--- config.mk ---
export PLATFORM = sky130hd
export DESIGN_NAME = bus_fabric
export DESIGN_NICKNAME = d
export VERILOG_FILES = /design/src/rtl/bus_fabric.sv
export SDC_FILE = /design/constraint.sdc
export NUM_CORES = 1
export LEC_CHECK = 0
export BUFFER_PORTS_ARGS = -buffer_cell sky130_fd_sc_hd__buf_2
export CAP_MARGIN = 15
export CORE_AREA = 10 10 180 182
export CTS_CLUSTER_SIZE = 25
export DETAILED_ROUTE_END_ITERATION = 16
export DIE_AREA = 0 0 190 192
export SETUP_SLACK_MARGIN = 0.15
export SLEW_MARGIN = 15
export SYNTH_ARGS = -nofsm -noshare
export SYNTH_HDL_FRONTEND = slang
export SYNTH_SLANG_ARGS = --single-unit
--- constraint.sdc ---
create_clock -name clk -period 5.9 [get_ports clk]
set_input_delay 1.475 -clock clk [delete_from_list [all_inputs] [get_ports clk]]
set_output_delay 1.475 -clock clk [all_outputs]
set_load 0.01 [all_outputs]
--- src/rtl/bus_fabric.sv ---
// Single-master to N-slave interconnect for the picorv32 native bus.
// Decodes by base/mask, guards firmware-only regions, times out slow slaves and keeps sticky error status.
module bus_fabric #(
    parameter int                       NUM_SLAVES     = 8,
    parameter logic [32*NUM_SLAVES-1:0] SLV_BASE       = {NUM_SLAVES{32'h0}},
    parameter logic [32*NUM_SLAVES-1:0] SLV_MASK       = {NUM_SLAVES{32'hc0000000}},
    parameter logic [NUM_SLAVES-1:0]    FW_ONLY        = {NUM_SLAVES{1'b0}},
    parameter int                       TIMEOUT_CYCLES = 255,
    parameter int                       TIMEOUT_W      = 8,
    parameter logic [31:0]              ERROR_RDATA    = 32'h0
) (
    input  logic                       clk,
    input  logic                       reset,
    input  logic                       cpu_valid,
    input  logic [31:0]                cpu_addr,
    input  logic [3:0]                 cpu_wstrb,
    input  logic [31:0]                cpu_wdata,
    output logic                       cpu_ready,
    output logic [31:0]                cpu_rdata,
    input  logic                       fw_app_mode,
    input  logic                       force_trap,
    output logic [NUM_SLAVES-1:0]      slv_cs,
    output logic [3:0]                 slv_we,
    output logic [31:0]                slv_address,
    output logic [31:0]                slv_write_data,
    input  logic [32*NUM_SLAVES-1:0]   slv_read_data,
    input  logic [NUM_SLAVES-1:0]      slv_ready,
    input  logic                       err_clear,
    output logic                       err_unmapped,
    output logic                       err_violation,
    output logic                       err_timeout,
    output logic [31:0]                err_addr,
    output logic [1:0]                 dbg_state
);

    localparam int IDX_W = (NUM_SLAVES > 1) ? $clog2(NUM_SLAVES) : 1;

    // Handshake: the request is taken on the first edge where cpu_valid is high in IDLE; cpu_ready
    // pulses for exactly one cycle with cpu_rdata valid, and the master must drop cpu_valid before IDLE.
    typedef enum logic [1:0] {
        S_IDLE   = 2'd0,
        S_ACCESS = 2'd1,
        S_RESP   = 2'd2
    } state_t;

    state_t                 r_state;
    state_t                 w_next;
    logic [IDX_W-1:0]       r_idx;
    logic [TIMEOUT_W-1:0]   r_cnt;
    logic                   r_ready;
    logic [31:0]            r_rdata;
    logic [3:0]             r_we;
    logic [31:0]            r_address;
    logic [31:0]            r_wdata;
    logic                   r_err_unmapped;
    logic                   r_err_violation;
    logic                   r_err_timeout;
    logic [31:0]            r_err_addr;

    logic                   w_hit;
    logic [IDX_W-1:0]       w_hit_idx;
    logic                   w_violation;
    logic                   w_reject;
    logic                   w_sel_ready;
    logic                   w_cnt_last;
    logic [31:0]            w_rd [NUM_SLAVES];

    // Descending scan so the lowest matching index is the one left standing.
    always_comb begin
        w_hit     = 1'b0;
        w_hit_idx = '0;
        for (int i = NUM_SLAVES - 1; i >= 0; i--) begin
            if ((cpu_addr & SLV_MASK[32*i +: 32]) == SLV_BASE[32*i +: 32]) begin
                w_hit     = 1'b1;
                w_hit_idx = IDX_W'(i);
            end
        end
    end

    for (genvar g = 0; g < NUM_SLAVES; g++) begin : g_rd
        assign w_rd[g] = slv_read_data[32*g +: 32];
    end

    assign w_violation = w_hit && FW_ONLY[w_hit_idx] && fw_app_mode;
    assign w_reject    = force_trap || !w_hit || w_violation;
    assign w_sel_ready = slv_ready[r_idx];
    assign w_cnt_last  = (r_cnt == TIMEOUT_W'(TIMEOUT_CYCLES - 1));

    always_ff @(posedge clk or posedge reset) begin
        if (reset) begin
            r_state <= S_IDLE;
        end else begin
            r_state <= w_next;
        end
    end

    always_comb begin
        w_next = r_state;
        case (r_state)
            S_IDLE:   if (cpu_valid) w_next = w_reject ? S_RESP : S_ACCESS;
            S_ACCESS: if (w_sel_ready || w_cnt_last) w_next = S_RESP;
            S_RESP:   w_next = S_IDLE;
            default:  w_next = S_IDLE;
        endcase
    end

    always_comb begin
        slv_cs = '0;
        if (r_state == S_ACCESS) slv_cs[r_idx] = 1'b1;
    end

    always_ff @(posedge clk or posedge reset) begin
        if (reset) begin
            r_idx           <= '0;
            r_cnt           <= '0;
            r_ready         <= 1'b0;
            r_rdata         <= '0;
            r_we            <= '0;
            r_address       <= '0;
            r_wdata         <= '0;
            r_err_unmapped  <= 1'b0;
            r_err_violation <= 1'b0;
            r_err_timeout   <= 1'b0;
            r_err_addr      <= '0;
        end else begin
            r_ready <= (w_next == S_RESP);
            // Clear first so a coincident set, assigned later, takes precedence.
            if (err_clear) begin
                r_err_unmapped  <= 1'b0;
                r_err_violation <= 1'b0;
                r_err_timeout   <= 1'b0;
            end
            case (r_state)
                S_IDLE: begin
                    if (cpu_valid) begin
                        r_address <= cpu_addr;
                        r_we      <= cpu_wstrb;
                        r_wdata   <= cpu_wdata;
                        r_idx     <= w_hit_idx;
                        r_cnt     <= '0;
                        if (force_trap) begin
                            r_rdata <= ERROR_RDATA;
                        end else if (!w_hit) begin
                            r_rdata        <= ERROR_RDATA;
                            r_err_unmapped <= 1'b1;
                            r_err_addr     <= cpu_addr;
                        end else if (w_violation) begin
                            r_rdata         <= ERROR_RDATA;
                            r_err_violation <= 1'b1;
                            r_err_addr      <= cpu_addr;
                        end
                    end
                end
                S_ACCESS: begin
                    if (w_sel_ready) begin
                        r_rdata <= w_rd[r_idx];
                    end else if (w_cnt_last) begin
                        r_rdata       <= ERROR_RDATA;
                        r_err_timeout <= 1'b1;
                        r_err_addr    <= r_address;
                    end else begin
                        r_cnt <= r_cnt + 1'b1;
                    end
                end
                default: ;
            endcase
        end
    end

    assign cpu_ready      = r_ready;
    assign cpu_rdata      = r_rdata;
    assign slv_we         = r_we;
    assign slv_address    = r_address;
    assign slv_write_data = r_wdata;
    assign err_unmapped   = r_err_unmapped;
    assign err_violation  = r_err_violation;
    assign err_timeout    = r_err_timeout;
    assign err_addr       = r_err_addr;
    assign dbg_state      = r_state;

endmodule

Yosys cells after proc, flatten, opt, wreduce, memory -nomap -nowiden --
Cells that the tools add are included.
Storage, ports and cells: bits in registers 145, input bits 338, output and inout port bits 146
Cells by class: $add $sub $neg 1, equal/unequal tests 11, multiplexer cells 31, reductions and logical operators 10
Operator list (number):
- 32-bit 2-to-1 mux | 10
- 32-bit one-hot mux with 2 select lines | 2
- 32-bit logical NOT | 1
- 8-bit 2-to-1 mux | 3
- 8-bit one-hot mux with 2 select lines | 1
- 2-bit != test, second input constant | 6
- 1-bit 2-to-1 mux | 11
- 8-bit by 1-bit adder with 8-bit output, second input constant | 1
- 8-bit == test, second input constant | 1
- 4-bit AND reduction | 2
- 2-bit 2-to-1 mux | 3
- 3-bit != test, second input constant | 2
- 6-bit AND reduction | 1
- 2-bit one-hot mux with 2 select lines | 1
- 2-bit by 1-bit == test with 1-bit output, second input constant | 1
- 2-bit == test, second input constant | 1
- 2-bit logical NOT | 1
- 1-bit logical OR | 2
- 2-bit AND reduction | 1
- 2-bit nonzero test | 1
- 1-bit logical NOT | 1

Depth between registers and ports, before layout --
Gate-level depths: netlist (run 1).
word-level depth 8, mapped depth 7

Worst setup path before layout (run 1) --
Ideal clock, no wire load.
path type input to register, start input port slv_ready[0], end register r_err_addr[0], in the netlist err_addr[0], setup time 0.125 ns, arrival time 2.529 ns, path slack 3.246 ns, cell stages on the path 5, path through nand2b_2 -> a21oi_4 -> o211ai_4 -> buf_6 -> mux2_4
On the way: word-level cells in the longest chain between the ends 2
Ends and longest elaborated chain:
- start, declared | line 27 | input logic [NUM_SLAVES-1:0] slv_ready,
- 2-bit != test (no source line)
- 6-bit AND reduction (no source line)
- end signal, assigned | line 146 | r_err_addr <= cpu_addr;
- end signal, assigned | line 150 | r_err_addr <= cpu_addr;
- end signal, assigned | line 160 | r_err_addr <= r_address;
- end, declared | line 58 | logic [31:0] r_err_addr;
No other way between the ends. A chain may end at the register's enable or synchronous reset.

Worst setup path in the final report (run 1) --
start input port cpu_addr[30], end register r_err_addr[2], in the netlist err_addr[2]
On the way: word-level cells in the longest chain between the ends 4
Ends and longest elaborated chain:
- start, declared | line 15 | input logic [31:0] cpu_addr,
- 32-bit logical NOT | line 73 | if ((cpu_addr & SLV_MASK[32*i +: 32]) == SLV_BASE[32*i +: 32]) begin
- 1-bit 2-to-1 mux | line 73
- 2-bit != test (no source line)
- 6-bit AND reduction (no source line)
No other way between the ends.

==> summary.txt, run 1 <==
Run status
  • Status: finished clean

Power and ir drop
  • Clock Power Share: 34.2%
  • Sw Pwr: 0.000966 W
  • Logic gate share of total power: 23.3%
  • Sequential Power Share: 42.4%
  • P_int: 0.00204 W
  • Max VDD drop: 0.153 mV
  • Leak: 4.49 nW
  • Switching Share: 32.1%
  • Pwr dens: 363 nW/um^2

Worst setup path
  • Worst setup EP type: register
  • Worst Path Buf+Inv: 2
  • R2r worst-path depth: 7
  • Cell Chain, Critical Path: buf_2 -> nor2_1 -> o211ai_1 -> o211ai_4 -> buf_4 -> mux2_2
  • CP arrival: 3.16 ns
  • WP data required: 6.20 ns
  • Worst-path fanout max: 32
  • Startpoint Class: input pin
  • Critical Path Max Stage Delay: 0.56 ns
  • Critical path's slowest cell: buf_4
  • Worst r2r src: r_cnt[0]
  • End of the worst register-to-register path: err_addr[2]
  • Setup CP Type: input pin to register
  • R2R Setup Slk: 3.63 ns
  • Top delay family on crit path: buffers and inverters

Clock tree
  • Post-CTS sizing: 0
  • H-tree Lvls: 4
  • Root Buffer: clkbuf_16
  • Hold buffers post-CTS: 0
  • Worst skew pair latency: 0.43 ns
  • CTS clk-pin slew, worst paths: 0.06 ns
  • CTS tree: built
  • CTS Buffer Depth: 2
  • Post-CTS Setup Inserts: 0
  • CTS Sinks: 145
  • Num CTS Buffers: 17

Cells and area
  • Fin util: 29.0%
  • Fin nets: 1,130
  • Syn-to-layout area delta: 34.2%
  • Ant. Diodes: 0
  • Layout cells sized above 1: 43.8%

Yosys
  • Top cells by count, synth: 211 x nand2_1, 145 x dfrtp_1, 32 x a22o_1, 30 x mux2_4, 26 x mux2_2
  • Area share of the largest cell type after synthesis: 58.7%
  • Number of synthesized register bits: 145
  • Average size of a mapped cell: 11.2 um^2
  • Post-synth EDFFs: 0
  • Post-Syn Area: 6180 um^2
  • Synth area leader: dfrtp_1
  • Most used DFF post-synth: dfrtp_1
  • Asr flop ratio synth: 100%
  • Most frequent cell after synthesis: nand2_1
  • Post-Syn Instances: 551
  • Synth top area cells: dfrtp_1 59%, nand2_1 13%, mux2_4 7.3%
  • Register area share after synthesis: 58.7%
  • Synth warn: 0
  • Yosys cell types: 46

STA
  • Clock Skews: 0.0118 ns
  • Final Setup Violations: 0
  • Worst slew pin tran: 1.04 ns
  • Slew headroom: 30.6%
  • Fin. max-slew vios: 0
  • Fmax: 0.350 GHz
  • RSZ-0062 raised after global routing: false
  • Setup WS post-layout: 3.04 ns
  • TNS Setup: 0 ns
  • Tcrit/Tclk final: 48.5%
  • Hold Violations, Final: 0
  • Minimum clock period: 2.86 ns

Routing
  • Final antenna-violating net count: 0
  • Post-Route WL: 20,400 um
  • Drt first pass iters: 4
  • Vias: 4,832
  • Drt first-iter violations: 323
  • Residual DRC: 0
  • Routed WL per cell: 17.2 um
  • Mean number of vias per cell: 4.07

Placement
  • GPL Wtd Cong: 0.731
  • Dpl ws: 2.60 ns
  • Post-DP HPWL: 14,600 um
  • IO buf count: 243

Global routing
  • Gr ovfl total: 0
  • Initial antenna violation count: 0
  • Largest net degree at the start of global routing: 77
  • Vias in the first global route: 5,067
  • First-pass GRT wire length: 31,200 um
  • All-Layer GR Usage: 11.2%

Floorplan
  • Starting Density: 21.6%
  • FP Rows: 62
  • Die height: 192 um
  • Die area: 36,500 um^2
  • Die X: 190 um
  • Core box area: 28,600 um^2
  • Num ports: 484

Worst hold path
  • Hold EP: slv_write_data[17]
  • Min-Delay Path Class: register to register
  • Hold path start: slv_write_data[17]
  • Hold Path Stages: 2

Flow run
  • Max Cap Violations: 0
==> worst max path at each step <==
stage	start	to	slack (ns)	depth (start not counted)
after global placement	cpu_addr[30]	err_addr[2]	2.61	6
after detailed placement	cpu_addr[30]	err_addr[2]	2.60	6
after global routing	cpu_addr[30]	err_addr[2]	2.94	6
after CTS	dbg_state[1]	slv_cs[0]	3.01	4
final	cpu_addr[30]	err_addr[2]	3.04	6
after floorplan	reset	cpu_rdata[0]	0.53	1
==> layout by cell type, fill, tap and decap left out, drive strengths merged <==
cell type    n
a211oi       1
a21oi        3
a22o        32
a311o        1
a31o         1
a31oi        5
a41o         3
and3         2
and4         1
buf        250
clkbuf      17
clkinv       5
clkinvlp     3
conb         8
dfrtp      145
ha           2
inv         17
mux2        64
mux2i        1
nand2      212
nand2b       3
nand3        3
nand4        2
nor2         8
nor2b        1
nor3         1
nor4         1
nor4b        1
o211ai       2
o21ai        2
o21bai       1
o31ai        1
o32ai        2
or3          1
or3b         1
==> power groups by stage <==
stage               registers, W  logic, W  clock network, W
CTS                      0.00128  0.000727           0.00107
global route             0.00130  0.000776           0.00112
floorplan                0.00137  0.000303                 0
detailed placement       0.00129  0.000725                 0
global placement         0.00129  0.000718                 0
finish                   0.00128  0.000702           0.00103
==> cells by family after synthesis <==
family / count (synthesis) / synth area share, %
adders and majority gates: 2 / 0.405
other: 1 / 0.0607
and+or+nand+nor: 237 / 15.4
buffers and inverters: 47 / 4.21
muxes: 65 / 13.6
DFF: 145 / 58.7
AOI/OAI and AO/OA: 54 / 7.59
==> final cells by class <==
class,count,area (um^2)
Tap cell,384,480
Fill cell,3002,20300
Sequential cell,145,3630
Clock inverter,15,125
Timing Repair Buffer,250,1270
Multi-Input combinational cell,366,2320
Inverter,10,42.5
Clock buffer,17,425
==> flip-flops by register name (all words and copies together) (netlist names) <==
signal / count
dbg_state: 2
slv_write_data: 32
cpu_ready: 1
err_unmapped: 1
slv_we: 4
slv_address: 32
err_timeout: 1
cpu_rdata: 32
r_cnt: 8
err_addr: 32
==> worst min-delay path, cell delays in order (launching register included) <==
cell	delay (ns)
dfrtp_1	0.34
nand2_1	0.05
nand2_1	0.05
==> metal layers <==
layer / vias to the layer above / GRT usage (%) / share of wire, %
met1: 2385 / 13.4 / 41
met2: 129 / 18.8 / 52
met4: 0 / 3.75 / 1.2
met3: 14 / 3.06 / 5.7
li1: 2304 / - / -
met5: - / 0 / 0
==> metrics by stage <==
step / instance area (um^2) / hold slack, ns / cells / total power (W)
after global placement: 7740 / 0.455 / 1155 / 0.00201
after global routing: 8290 / 0.493 / 1187 / 0.00320
after detailed placement: 7740 / 0.457 / 1155 / 0.00202
after floorplan: 6210 / 0.478 / 558 / 0.00168
final: 8290 / 0.469 / 1187 / 0.00301
after CTS: 8290 / 0.473 / 1187 / 0.00308
No activity file was read; power rests on OpenSTA's default activity.
==> run 2, diff against run 1 <==
==> constraint.sdc (replaced) <==
create_clock -name clk -period 2.8 [get_ports clk]
set_input_delay 0.7 -clock clk [delete_from_list [all_inputs] [get_ports clk]]
set_output_delay 0.7 -clock clk [all_outputs]
set_load 0.01 [all_outputs]
==> summary.txt, run 2 (synthesis gave the netlist of run 1 again) <==
Worst setup path
  • Startpoint Class: register
  • Setup CP Type: register to output pin
  • WP data required: 2.10 ns
  • Worst setup EP type: output pin
  • Worst-path fanout max: 20
  • CP arrival: 1.72 ns
  • R2r worst-path depth: 7

STA
  • TNS Setup: 0 ns
  • Fmax: 0.413 GHz
  • RSZ-0062 raised after global routing: false
  • Minimum clock period: 2.42 ns
  • Clock Skews: 0.0107 ns
  • Hold Violations, Final: 0
  • Worst slew pin tran: 0.831 ns
  • Final Setup Violations: 0
  • Tcrit/Tclk final: 86.4%
  • Setup WS post-layout: 0.381 ns
  • Fin. max-slew vios: 0
  • Slew headroom: 44.6%

Power and ir drop
  • Switching Share: 28.8%
  • Max VDD drop: 0.314 mV
  • Sw Pwr: 0.00197 W
  • Leak: 4.58 nW
  • Pwr Total: 0.00682 W
  • Sequential Power Share: 39.6%
  • P_int: 0.00486 W
  • Pwr dens: 803 nW/um^2
  • Logic gate share of total power: 21.8%
  • Clock Power Share: 38.6%

Flow run
  • Max Cap Violations: 0

Floorplan
  • Die height: 192 um
  • FP Rows: 62
  • Starting Density: 21.6%
  • Die X: 190 um
  • Core box area: 28,600 um^2
  • Num ports: 484
  • Die area: 36,500 um^2

Global routing
  • First-pass GRT wire length: 30,600 um
  • Initial antenna violation count: 0
  • All-Layer GR Usage: 10.9%
  • Gr ovfl total: 0
  • Vias in the first global route: 5,108
  • Largest net degree at the start of global routing: 146

Worst hold path
  • Min-Delay Path Class: input pin to register
  • Hold Path Stages: 3

Cells and area
  • Layout cells sized above 1: 44.1%
  • Most frequent cells in the layout: 243 x buf_2, 211 x nand2_1, 145 x dfrtp_1
  • Fin util: 29.7%
  • Syn-to-layout area delta: 37.5%
  • Leading cell type in the layout, fill and taps excluded: buf_2
  • Fillers: 2,974
  • Fin nets: 1,135

Clock tree
  • Hold buffers post-CTS: 0
  • Worst skew pair latency: 0.42 ns
  • CTS Sinks: 145
  • Post-CTS sizing: 0
  • H-tree Lvls: 4
  • Root Buffer: clkbuf_16
  • CTS tree: built
  • Post-CTS Setup Inserts: 0
  • CTS clk-pin slew, worst paths: 0.07 ns
  • Num CTS Buffers: 17
  • CTS Buffer Depth: 2

Routing
  • Mean number of vias per cell: 4.07
  • Residual DRC: 0
  • Final antenna-violating net count: 0
  • Drt first pass iters: 4
  • Routed WL per cell: 17.0 um
  • Vias: 4,856
  • Drt first-iter violations: 268
  • Post-Route WL: 20,300 um

Placement
  • Dpl ws: 0.384 ns
  • GPL Wtd Cong: 0.737
  • Post-DP HPWL: 14,600 um
  • IO buf count: 243

Run status
  • Status: finished clean
==> run 2: cell count changes in the layout (fill, tap and decap cells not counted), sizes merged <==
cell      before  now
inv           17   10
bufinv         0    6
buf          250  255
clkinv         5    3
diode          0    2
clkbuf        17   18
clkinvlp       3    4
==> run 2: per-stage QoR <==
step | hold WS, ns | cell area (um^2) | std cells
after floorplan | 0.478 | 6210 | 558
after global placement | 0.455 | 7820 | 1160
after detailed placement | 0.457 | 7820 | 1160
after CTS | 0.431 | 8490 | 1191
after global routing | 0.448 | 8490 | 1191
final | 0.459 | 8500 | 1193
==> run 2: area by class of cell <==
type	count	area (um^2)	share of cell area [%]
diodes	2	5.00	0.0589
clock buffers	18	439	5.17
clock inverters	13	234	2.75
inverters	10	41.3	0.486
multi-input cells	366	2320	27.3
flip-flops and latches	145	3630	42.7
well taps	384	480	5.66
repair buffers	255	1340	15.8
==> run 2: critical path, cell delays in order, from the launching register on <==
cell     delay, ns
dfrtp_1       0.45
inv_2         0.12
nand2_2       0.10
inv_2         0.40
buf_2         0.23
==> run 2: power by group through the flow <==
stage | Clock, W | Sequential [W] | Combinational (W)
global placement | 0 | 0.00272 | 0.00152
finish | 0.00264 | 0.00270 | 0.00149
global route | 0.00282 | 0.00275 | 0.00163
floorplan | 0 | 0.00290 | 0.000639
detailed placement | 0 | 0.00273 | 0.00154
CTS | 0.00273 | 0.00270 | 0.00154
==> run 2: routing by layer <==
layer	vias to the layer above	routed length, um	global-route usage, %
met1	2394	8580	12.9
met2	139	10300	18.1
met4	0	301	4.06
met5	-	0	0
li1	2309	-	-
met3	14	1110	3.25
==> run 2: path summary, 6_finish.rpt <==
check | slack [ns] | endpoint | start
min reg2reg | 0.47 | slv_write_data[22] | slv_write_data[22]
min in group asynchronous | 0.49 | slv_we[0] | reset
max in group asynchronous | 1.68 | err_addr[4] | reset
max reg2reg | 0.48 | err_addr[13] | r_cnt[0]
min | 0.46 | slv_write_data[30] | cpu_wdata[30]
max | 0.38 | slv_cs[0] | dbg_state[1]
